File: src/rtl/usb_link_txn_fsm.sv
// Device-side USB 2.0 link transaction controller: token decode, per-endpoint
// DATA0/DATA1 toggles, handshake/IN-data responses and bus direction control.
module usb_link_txn_fsm #(
    parameter int NUM_EP      = 4,
    parameter int TA_DELAY    = 4,
    parameter int TIMEOUT_CYC = 64
) (
    input  logic              clk,
    input  logic              rst_n,
    input  logic [6:0]        self_addr,
    output logic              d_oe,
    output logic              time_out,
    output logic              tx_start,
    output logic [1:0]        tx_type,
    output logic [3:0]        tx_pid,
    input  logic              tx_done,
    input  logic              rx_pkt_valid,
    input  logic [3:0]        rx_pid_val,
    input  logic [6:0]        rx_addr,
    input  logic [3:0]        rx_endp,
    input  logic              crc5_err,
    input  logic              crc16_err,
    input  logic [NUM_EP-1:0] ep_in_ready,
    input  logic [NUM_EP-1:0] ep_out_ready,
    input  logic [NUM_EP-1:0] ep_stall,
    input  logic [NUM_EP-1:0] toggle_clr,
    output logic [3:0]        xfer_ep,
    output logic              xfer_done,
    output logic              xfer_setup
);
    localparam logic [3:0] PID_OUT   = 4'b0001;
    localparam logic [3:0] PID_IN    = 4'b1001;
    localparam logic [3:0] PID_SETUP = 4'b1101;
    localparam logic [3:0] PID_DATA0 = 4'b0011;
    localparam logic [3:0] PID_DATA1 = 4'b1011;
    localparam logic [3:0] PID_ACK   = 4'b0010;
    localparam logic [3:0] PID_NAK   = 4'b1010;
    localparam logic [3:0] PID_STALL = 4'b1110;
    localparam logic [1:0] TYPE_HS   = 2'b00;
    localparam logic [1:0] TYPE_DATA = 2'b10;
    localparam int CNT_MAX = (TIMEOUT_CYC > TA_DELAY) ? TIMEOUT_CYC : TA_DELAY;
    localparam int CW      = $clog2(CNT_MAX + 1);

    typedef enum logic [2:0] {IDLE, RX_DATA, TA_WAIT, TX_DRV, TX_BUSY, WAIT_ACK} state_t;

    state_t        state;
    logic [CW-1:0] cnt;
    logic [3:0]    ep_q;
    logic          setup_q;
    logic          in_data_q;
    logic [15:0]   toggle;

    // Endpoint vectors widened to 16 so a 4-bit endpoint number indexes them directly
    logic [15:0] in_rdy16, out_rdy16, stall16, clr16;
    assign in_rdy16  = 16'(ep_in_ready);
    assign out_rdy16 = 16'(ep_out_ready);
    assign stall16   = 16'(ep_stall);
    assign clr16     = 16'(toggle_clr);

    logic token_hit, is_data;
    always_comb begin
        token_hit = rx_pkt_valid && !crc5_err && (rx_addr == self_addr) &&
                    ({1'b0, rx_endp} < 5'(NUM_EP)) &&
                    ((rx_pid_val == PID_OUT) || (rx_pid_val == PID_IN) || (rx_pid_val == PID_SETUP));
        is_data   = (rx_pid_val == PID_DATA0) || (rx_pid_val == PID_DATA1);
    end

    always_ff @(posedge clk or negedge rst_n) begin
        if (!rst_n) begin
            state      <= IDLE;
            cnt        <= '0;
            ep_q       <= '0;
            setup_q    <= 1'b0;
            in_data_q  <= 1'b0;
            toggle     <= '0;
            d_oe       <= 1'b0;
            time_out   <= 1'b0;
            tx_start   <= 1'b0;
            tx_type    <= '0;
            tx_pid     <= '0;
            xfer_ep    <= '0;
            xfer_done  <= 1'b0;
            xfer_setup <= 1'b0;
        end else begin
            tx_start   <= 1'b0;
            time_out   <= 1'b0;
            xfer_done  <= 1'b0;
            xfer_setup <= 1'b0;
            case (state)
                IDLE: begin
                    if (token_hit) begin
                        ep_q    <= rx_endp;
                        xfer_ep <= rx_endp;
                        setup_q <= (rx_pid_val == PID_SETUP);
                        cnt     <= '0;
                        if (rx_pid_val == PID_IN) begin
                            state <= TA_WAIT;
                            if (stall16[rx_endp]) begin
                                tx_type   <= TYPE_HS;
                                tx_pid    <= PID_STALL;
                                in_data_q <= 1'b0;
                            end else if (!in_rdy16[rx_endp]) begin
                                tx_type   <= TYPE_HS;
                                tx_pid    <= PID_NAK;
                                in_data_q <= 1'b0;
                            end else begin
                                tx_type   <= TYPE_DATA;
                                tx_pid    <= toggle[rx_endp] ? PID_DATA1 : PID_DATA0;
                                in_data_q <= 1'b1;
                            end
                        end else begin
                            state <= RX_DATA;
                        end
                    end
                end
                // A packet arriving on the timeout cycle takes precedence over the timeout
                RX_DATA: begin
                    if (rx_pkt_valid) begin
                        if (!is_data || crc16_err) begin
                            state <= IDLE;
                        end else begin
                            state     <= TA_WAIT;
                            cnt       <= '0;
                            tx_type   <= TYPE_HS;
                            in_data_q <= 1'b0;
                            if (setup_q) begin
                                tx_pid       <= PID_ACK;
                                xfer_done    <= 1'b1;
                                xfer_setup   <= 1'b1;
                                toggle[ep_q] <= 1'b1;
                            end else if (stall16[ep_q]) begin
                                tx_pid <= PID_STALL;
                            end else if (!out_rdy16[ep_q]) begin
                                tx_pid <= PID_NAK;
                            end else if (rx_pid_val[3] == toggle[ep_q]) begin
                                tx_pid       <= PID_ACK;
                                xfer_done    <= 1'b1;
                                toggle[ep_q] <= ~toggle[ep_q];
                            end else begin
                                tx_pid <= PID_ACK;
                            end
                        end
                    end else if (cnt == CW'(TIMEOUT_CYC - 1)) begin
                        time_out <= 1'b1;
                        state    <= IDLE;
                    end else begin
                        cnt <= cnt + 1'b1;
                    end
                end
                TA_WAIT: begin
                    if (cnt == CW'(TA_DELAY - 1)) begin
                        state <= TX_DRV;
                        d_oe  <= 1'b1;
                    end else begin
                        cnt <= cnt + 1'b1;
                    end
                end
                TX_DRV: begin
                    state    <= TX_BUSY;
                    tx_start <= 1'b1;
                end
                TX_BUSY: begin
                    if (tx_done) begin
                        d_oe  <= 1'b0;
                        cnt   <= '0;
                        state <= in_data_q ? WAIT_ACK : IDLE;
                    end
                end
                WAIT_ACK: begin
                    if (rx_pkt_valid) begin
                        state <= IDLE;
                        if (rx_pid_val == PID_ACK) begin
                            toggle[ep_q] <= ~toggle[ep_q];
                            xfer_done    <= 1'b1;
                        end
                    end else if (cnt == CW'(TIMEOUT_CYC - 1)) begin
                        time_out <= 1'b1;
                        state    <= IDLE;
                    end else begin
                        cnt <= cnt + 1'b1;
                    end
                end
                default: state <= IDLE;
            endcase
            // Later assignment wins, giving an explicit clear priority over any flip/set
            for (int i = 0; i < 16; i++) begin
                if (clr16[i]) toggle[i] <= 1'b0;
            end
        end
    end
endmodule

File: config.mk
export PLATFORM = sky130hd
export DESIGN_NAME = usb_link_txn_fsm
export DESIGN_NICKNAME = d
export VERILOG_FILES = /design/src/rtl/usb_link_txn_fsm.sv
export SDC_FILE = /design/constraint.sdc
export NUM_CORES = 1
export LEC_CHECK = 0
export ABC_CLOCK_PERIOD_IN_PS = 2300
export CAP_MARGIN = 10
export CORE_MARGIN = 2
export CORE_UTILIZATION = 40
export DETAILED_ROUTE_END_ITERATION = 12
export PLACE_DENSITY = 0.73
export RECOVER_POWER = 100
export SYNTH_ARGS = -nofsm -noshare
export SYNTH_HDL_FRONTEND = slang
export SYNTH_SLANG_ARGS = --single-unit
File: constraint.sdc
create_clock -name clk -period 2.3 [get_ports clk]
set_input_delay 0.46 -clock clk [delete_from_list [all_inputs] [get_ports clk]]
set_output_delay 0.46 -clock clk [all_outputs]
set_load 0.02 [all_outputs]
## Word level (Yosys, flattened, before mapping)

Index checks and enable logic that the tools add are counted.

- Register bits: 43
- Input port bits: 44
- Output and inout port bits: 15
- Logic and storage cells: 203

- Add/sub/neg operators: 1
- $lt $le $gt $ge: 4
- Eq/ne operators: 57
- Multiplexer cells: 91
- Bitwise logic cells: 2
- Reduce and logical (&&, ||, !) cells: 31

Operators with widths:

| operator | count |
|---|---|
| two-way mux 16 bit | 8 |
| inequality test 3 bit, second input constant | 20 |
| two-way mux 7 bit | 7 |
| inequality test 4 bit, second input constant | 12 |
| two-way mux 4 bit | 10 |
| AND reduction 8 bit | 5 |
| two-way mux 1 bit | 35 |
| case mux 7 bit (5 select lines) | 1 |
| case mux 16 bit (2 select lines) | 1 |
| binary-select mux 1 bit (select 4 bit) | 6 |
| two-way mux 3 bit | 7 |
| inequality test 2 bit, second input constant | 10 |
| case mux 3 bit (6 select lines) | 1 |
| bitwise mux 16 bit | 1 |
| two-way mux 2 bit | 8 |
| OR 16 bit | 1 |
| equality test 4 bit, second input constant | 3 |
| nonzero test 3 bit | 4 |
| < comparator 4 x 5 -> 1 bit, second input constant | 2 |
| equality test 4 x 2 -> 1 bit, second input constant | 2 |
| case mux 4 bit (2 select lines) | 1 |
| adder 7 x 1 -> 7 bit, second input constant | 1 |
| equality test 7 x 2 -> 1 bit, second input constant | 1 |
| equality test 7 x 6 -> 1 bit, second input constant | 1 |
| 23 further kinds | 38 |

## Logic depth before layout (Yosys ltp)

Gate-level depths: netlist (run 1).

- Word-level depth: 13
- Gate-level depth with buffers: 7
- Gate-level depth less buffers: 7

## Least setup slack after synthesis (run 1)

No wires, ideal clock.

- Kind: flip-flop to flip-flop
- From: register ep_q[0]
- To: register toggle[5]
- Setup time: 0.096 ns
- Arrival: 2.019 ns
- Data required time: 2.204 ns
- Slack: 0.186 ns
- Cell stages (with the launch flop): 8
- Path buffers: 2
- Cells stage by stage: dfrtp_1 buf_6 mux4_1 mux2i_4 nand2b_1 and3_1 clkbuf_1 o31ai_1

- Word-level cells in the longest chain between the ends: 12

Ends and longest elaborated chain:

| what | line | RTL |
|---|---|---|
| from (decl) | 48 | `logic [3:0] ep_q;` |
| from (signal assigned) | 92 | `ep_q <= rx_endp;` |
| < comparator 4 x 5 -> 1 bit (not written as such) or greater-or-equal comparator 4 x 1 -> 1 bit (tied branches) | 130, 138, 173 |  |
| logical AND 1 bit (not written as such) | 130, 138, 173 |  |
| two-way mux 1 bit (not written as such) | 130, 138, 173 |  |
| demux 1 bit (select 4 bit) | 130, 138, 173 |  |
| bitwise mux 16 bit | 138, 173 |  |
| two-way mux 16 bit | 135 | `end else if (rx_pid_val[3] == toggle[ep_q]) begin` |
| two-way mux 16 bit | 133 | `end else if (!out_rdy16[ep_q]) begin` |
| two-way mux 16 bit | 131 | `end else if (stall16[ep_q]) begin` |
| two-way mux 16 bit | 126 | `if (setup_q) begin` |
| two-way mux 16 bit | 119 | `if (!is_data \|\| crc16_err) begin` |
| two-way mux 16 bit | 118 | `if (rx_pkt_valid) begin` |
| case mux 16 bit (2 select lines) | 89 | `case (state)` |
| to (signal, indexed assignment) | 138 | `toggle[ep_q] <= ~toggle[ep_q];` |
| to (signal, indexed assignment) | 173 | `toggle[ep_q] <= ~toggle[ep_q];` |
| to (decl) | 51 | `logic [15:0] toggle;` |

Parallel ways exist; a longest one is shown, timed or not. The select of a mux whose other input is x is not followed.
A chain may end at the register's enable or synchronous reset.

## Final worst setup path (run 1)

- From: input port rx_pid_val[2]
- To: register toggle[8]

- Word-level cells in the longest chain between the ends: 6

Ends and longest elaborated chain:

| what | line | RTL |
|---|---|---|
| from (decl) | 18 | `input logic [3:0] rx_pid_val,` |
| equality test 4 x 2 -> 1 bit or equality test 4 bit (tied branches) | 65 | `is_data = (rx_pid_val == PID_DATA0) \|\| (rx_pid_val == PID_DATA1);` |
| logical OR 1 bit | 65 |  |
| zero test 1 bit | 119 |  |
| logical OR 1 bit | 119 |  |
| inequality test 2 bit (no line) | n/a |  |
| AND reduction 8 bit (no line) (*) | n/a |  |

Every way passes the cells marked *; elsewhere a longest branch is shown, timed or not.

==> out/metrics.yaml, run 1 <==
hold_path_class: "primary input to asynchronous set/reset pin"
wl_per_cell_um: 15.4
fmax_mhz: 449
synth_fp_nets: 290
crit_fanout: 5
dieHeight_um: 82.6
yosys-top-cells-area: "dfrtp_1 (40%), mux4_1 (6.4%), mux2_2 (5.0%)"
drc: 0
nets: 372
cts_hold_buf: 0
synthDominantCellAreaShare_pct: 40.5
period_share_pct: 96.8
drv_slew: 0
crit_type: "primary input to register"
grt_pass1_wl_um: 10500
grt_max_degree: 17
leakagePower_nw: 1.48
async_flop_share_pct: 100
gp_congestion: 0.831
routed_wl_um: 6220
placed_cells: 395
clock_skew_ns: 0.00302
synthMostInstantiatedCell: "dfrtp_1"
clock_sinks: 40
synthSimpleGateAreaFrac_pct: 19.0
ioPinCount: 59
dp_hpwl_um: 4910
synthTopCellsByCount: "dfrtp_1 (40), nand2_1 (19), a21oi_1 (17), nor2_1 (17), o21ai_0 (16)"
ir_drop_uv: 410
num_rows: 28
drt_iter0_drc: 92
grtUsageTotal_pct: 20.2
status: "finished, final reports clean"
whs_ns: 0.230
synth_fa_ha_area_share_pct: 0.506
coreArea_um2: 5960
cp-end-kind: "register"
synth_seq_cells: 40
synth_mux_area_share_pct: 15.8
synth_edf_count: 0
synth_seq_area_share_pct: 40.5
seq_area_um2: 1000
finalNonFillerCells: 403
tightest_slew_ns: 0.812
fin_crit_ns: 2.23
arrival_ns: 2.40
worst_slew_margin_rel_pct: 45.9
rsz0062_at_grt: "true"
avgSynthCellArea_um2: 10.1
required_ns: 2.48
diodes: 0
antenna_found_initial: 0
vias_per_cell: 5.55
powerDensity_nw_per_um2: 663
ys_warn_count: 0
synth_top_family_by_area: "simple AND/OR/NAND/NOR gates"
die_width_um: 82.6
start_util_pct: 41.5
gr-total-overflow: 0
setup_viol: 0
cts-root-buf: "clkbuf_8"
max-cap-violations: 0
synth-compound-area-share_pct: 16.8
path_clk_slew_ns: 0.08
synth.cell_area_um2: 2470
finalHoldViolCount: 0
drive_above_1_share_pct: 19.2
synth-xor-area-share_pct: 3.14
areaGrowthSynthToFinish_pct: 38.0
clk_latency_ns: 0.29
drt_pass1_iterations: 4
syn_inst: 245
fillers: 529
numCtsBuffers: 5
multi_input_area_um2: 1400
ant_nets: 0
synth_ff_type: "dfrtp_1"
grt_pass1_vias: 2224
startpoint_type: "primary input"
htreeDepth: 2
portBuffers: 57
vias: 2238
clockBufferDepth: 2
ys_types: 55
dieArea_um2: 6830
cts_tree: "yes"
yosys.area.top_type: "dfrtp_1"
## layout make-up
| cell class | count | area share (%) |
|---|---|---|
| multi-input cells | 183 | 41.0 |
| flip-flops and latches | 40 | 29.4 |
| well taps | 75 | 2.75 |
| repair buffers | 90 | 23.5 |
| inverters | 7 | 0.770 |
| clock buffers | 8 | 2.64 |
## registers in the layout (all words and copies together), names as in the netlist
signal,flops
toggle,16
cnt,7
ep_q,4
tx_pid,4
state,3
d_oe,1
setup_q,1
time_out,1
tx_start,1
xfer_done,1
xfer_setup,1
## layer usage
layer  wire length (µm)  track usage [%]
met1               2810             26.2
met2               3040             34.0
met3                252             4.02
met4                116             6.23
met5                  0                0
## path summary, 6_finish.rpt
check	start	to	slack, ns	cells after the start
max	rx_pid_val[2]	toggle[8]	0.07	8
min	rst_n	tx_start	0.23	1
max reg2reg	ep_q[0]	toggle[6]	0.09	6
min reg2reg	tx_pid[1]	tx_pid[1]	0.48	1
max in group asynchronous	rst_n	toggle[12]	0.91	2
min in group clk	tx_pid[1]	tx_pid[1]	0.48	1
## power by group
part	leakage, nW	internal (mW)	switching (mW)
Clock	0.0455	0.245	0.241
Sequential	0.543	0.779	0.0722
Combinational	0.888	0.459	0.467
## placed cells by master (no fill, tap or decap), types with 2 or more instances in the layout
master            n
clkdlybuf4s50_1  56
dfrtp_1          39
buf_4            30
nand2_1          19
nor2_1           17
a21oi_1          17
o21ai_0          14
mux2_2           11
nand3_1           8
inv_1             7
xor2_1            7
mux4_1            6
nor3_1            6
clkbuf_8          6
clkbuf_1          6
nor2b_1           5
nand2b_1          5
a31oi_1           5
o31ai_1           4
a22o_1            4
nand4_1           3
nand3b_1          3
mux4_2            3
a311oi_1          3
and3b_1           2
mux2i_1           2
o21ai_1           2
nor4_1            2
o21a_1            2
o22a_1            2
and3_1            2
and2b_1           2
## worst max-delay path, cell delays in order
cell and delay (ns):
clkdlybuf4s50_1 0.47, and4bb_2 0.35, nand3_1 0.10, o21ai_1 0.15, buf_4 0.13, nand3b_1 0.17
nor3_2 0.22, mux2_2 0.35
## what timing repair did
item | in CTS | in global routing
buffers inserted | 0 | 0
pin swaps | 0 | 1
gates resized for setup | 2 | 7
setup endpoints to repair | 6 | 14
## through the flow
step | power [mW] | instance area, µm² | setup WS (ns) | util, % | setup TNS (ns)
3_3_place_gp | 1.77 | 3300 | -0.300 | 55.5 | -3.72
4_1_cts | 2.28 | 3400 | 0.0187 | 57.1 | 0
3_5_place_dp | 1.79 | 3300 | -0.325 | 55.5 | -4.09
2_1_floorplan | 1.38 | 2470 | 0.186 | - | 0
5_1_grt | 2.42 | 3410 | -0.0831 | 57.3 | -0.0961
6_report | 2.26 | 3410 | 0.0727 | 57.3 | 0
## cells by family after synthesis
logic type,count (synthesis)
compound gates,64
xor+xnor,8
fa+ha+maj,1
buf+inv,22
flops,40
mux,23
other cells,1
simple gates,86
Note: power is estimated with default switching activity, not from simulation.
==> inputs of run 2 (changes only) <==
--- a/config.mk
+++ b/config.mk
@@ -5,12 +5,12 @@
 export SDC_FILE = /design/constraint.sdc
 export NUM_CORES = 1
 export LEC_CHECK = 0
-export ABC_CLOCK_PERIOD_IN_PS = 2300
+export ABC_CLOCK_PERIOD_IN_PS = 2000
 export CAP_MARGIN = 10
 export CORE_MARGIN = 2
 export CORE_UTILIZATION = 40
 export DETAILED_ROUTE_END_ITERATION = 12
-export PLACE_DENSITY = 0.73
+export PLACE_DENSITY = 0.75
 export RECOVER_POWER = 100
 export SYNTH_ARGS = -nofsm -noshare
 export SYNTH_HDL_FRONTEND = slang
==> constraint.sdc (replaced) <==
create_clock -name clk -period 2 [get_ports clk]
set_input_delay 0.4 -clock clk [delete_from_list [all_inputs] [get_ports clk]]
set_output_delay 0.4 -clock clk [all_outputs]
set_load 0.02 [all_outputs]
==> out/metrics.yaml, run 2 (synthesized netlist as in run 1, its figures left out) <==
crit_type: "register to register"  # was primary input to register
cp-end-kind: "register"  # unchanged
startpoint_type: "register"  # was primary input
top_register: "toggle"  # unchanged
clkPwrFrac_pct: 22.7  # was 21.5%
gp_congestion: 0.922  # was 0.831
dieHeight_um: 82.6  # unchanged
combPwrFrac_pct: 44.9  # was 40.9%
grt_max_degree: 23  # was 17
grt_pass1_wl_um: 11200  # was 10,500 µm
worst_slew_margin_rel_pct: 32.7  # was 45.9%
fin_crit_ns: 2.09
cts_hold_buf: 0  # unchanged
fillers: 474  # was 529
reg2reg_from: "ep_q[0]"  # unchanged
drc: 0  # unchanged
portBuffers: 57  # unchanged
nets: 395  # was 372
multi_input_area_um2: 1580  # was 1400 µm²
ir_drop_uv: 662  # was 410 µV
powerDensity_nw_per_um2: 774  # was 663 nW/µm²
period_share_pct: 104
hold_path_class: "primary input to asynchronous set/reset pin"  # unchanged
num_rows: 28  # unchanged
drv_slew: 0  # unchanged
rr_endpoint: "toggle[3]"  # was toggle[6]
power_mw: 2.96  # was 2.26 mW
placed_cells: 410  # was 395
gr-total-overflow: 0  # unchanged
switching_share_pct: 34.7  # was 34.5%
p_seq_share_pct: 32.4  # was 37.6%
finalNonFillerCells: 426  # was 403
drt_pass1_iterations: 4  # unchanged
drt_iter0_drc: 95  # was 92
grt_pass1_vias: 2381  # was 2,224
layout_commonest_cell: "buf_4"  # was clkdlybuf4s50_1
ant_nets: 0  # unchanged
clock_sinks: 40  # unchanged
required_ns: 2.22  # was 2.48 ns
leakagePower_nw: 1.73  # was 1.48 nW
cts_tree: "yes"  # unchanged
routed_wl_um: 7180  # was 6220 µm
p_sw_mw: 1.03  # was 0.780 mW
wl_per_cell_um: 16.9  # was 15.4 µm
tightest_slew_ns: 1.01  # was 0.812 ns
fmax_mhz: 479
path_clk_slew_ns: 0.09  # was 0.08 ns
cts-root-buf: "clkbuf_8"  # unchanged
setup_viol: 8  # was 0
vias_per_cell: 5.55  # about the same
r2r_slack_ns: -0.09  # was 0.09 ns
layout_setup_ws_ns: -0.0875  # was 0.0727 ns
final_cell_mix: "buf_4 (51), dfrtp_1 (39), clkdlybuf4s50_1 (32)"  # was clkdlybuf4s50_1 (56), dfrtp_1 (39), buf_4 (30)
diodes: 0  # unchanged
seq_area_um2: 1000  # unchanged
reg.largest.list: "toggle x16, cnt x7"  # unchanged
clk_latency_ns: 0.30  # was 0.29 ns
status: "finished, violations left"  # was finished, final reports clean
ioPinCount: 59  # unchanged
p_int_mw: 1.93  # was 1.48 mW
coreArea_um2: 5960  # unchanged
clockBufferDepth: 2  # unchanged
reg2reg_depth: 6  # unchanged
clock_skew_ns: 0.0108  # was 0.00302 ns
start_util_pct: 41.5  # unchanged
rsz0062_at_grt: "true"  # unchanged
die_width_um: 82.6  # unchanged
arrival_ns: 2.31  # was 2.40 ns
htreeDepth: 2  # unchanged
drive_above_1_share_pct: 33.9  # was 19.2%
largest_register_ffs: 16  # unchanged
whs_ns: 0.243  # was 0.230 ns
grtUsageTotal_pct: 21.7  # was 20.2%
finalHoldViolCount: 0  # unchanged
areaGrowthSynthToFinish_pct: 54.3  # was 38.0%
antenna_found_initial: 0  # unchanged
dp_hpwl_um: 5210  # was 4910 µm
numCtsBuffers: 5  # unchanged
crit_fanout: 8  # was 5
max-cap-violations: 0  # unchanged
violations: "setup timing"
place_ws_ns: -0.535  # was -0.325 ns
dieArea_um2: 6830  # unchanged
vias: 2365  # was 2,238
run 2: power by group through the flow:
stage | logic (mW) | clock network (mW) | registers [mW]
final | 1.33 | 0.670 | 0.958
after global routing | 1.44 | 0.714 | 0.967
after global placement | 1.17 | 0 | 0.970
after detailed placement | 1.20 | 0 | 0.973
after floorplan | 0.586 | 0 | 1.01
after CTS | 1.25 | 0.679 | 0.960
run 2: how the worst max path moves through the flow:
| stage | from | endpoint | slack (ns) | cells past startpoint |
|---|---|---|---|---|
| detailed placement | rx_pid_val[2] | tx_pid[3] | -0.53 | 8 |
| finish | ep_q[0] | toggle[3] | -0.09 | 6 |
| global route | ep_q[0] | toggle[3] | -0.15 | 6 |
| global placement | rx_pid_val[2] | tx_pid[2] | -0.45 | 8 |
| floorplan | cnt[0] | cnt[4] | -0.009 | 6 |
| CTS | ep_q[0] | toggle[3] | -0.07 | 6 |
run 2: worst max-delay path, cell delays in order (launching register included):
cell      delay, ns
dfrtp_2        0.49
mux4_2         0.55
and3b_1        0.19
and3b_1        0.19
a21o_4         0.26
buf_4          0.14
a211oi_2       0.17
run 2: area by class of cell:
cell class	instances	area share [%]
clock inverter	3	1.11
tap	75	2.46
multi-input combinational	183	41.4
clock buffer	5	1.80
timing repair buffer	113	26.3
inverter	7	0.688
sequential	40	26.3
run 2: layer usage:
metal / part of all wire [%] / global-route usage (%) / wire length [µm]
met2: 52 / 38.6 / 3760
met3: 4.6 / 4.13 / 329
met1: 42 / 27.2 / 2990
met4: 1.4 / 5.08 / 99
met5: 0 / 0 / 0
run 2: through the flow:
stage / cell area [µm²] / util, % / TNS, ns
final: 3820 / 64.1 / -0.280
after CTS: 3700 / 62.1 / -0.190
after global placement: 3440 / 57.7 / -11.03
after global routing: 3820 / 64.1 / -1.96
after floorplan: 2470 / - / -0.00896
after detailed placement: 3440 / 57.7 / -13.11
run 2: repair_timing:
item | CTS | global route
pin swaps | 20 | 23
setup buffers | 4 | 5
resized for setup | 36 | 35
gates cloned | 0 | 0
endpoints found under the setup margin | 34 | 30
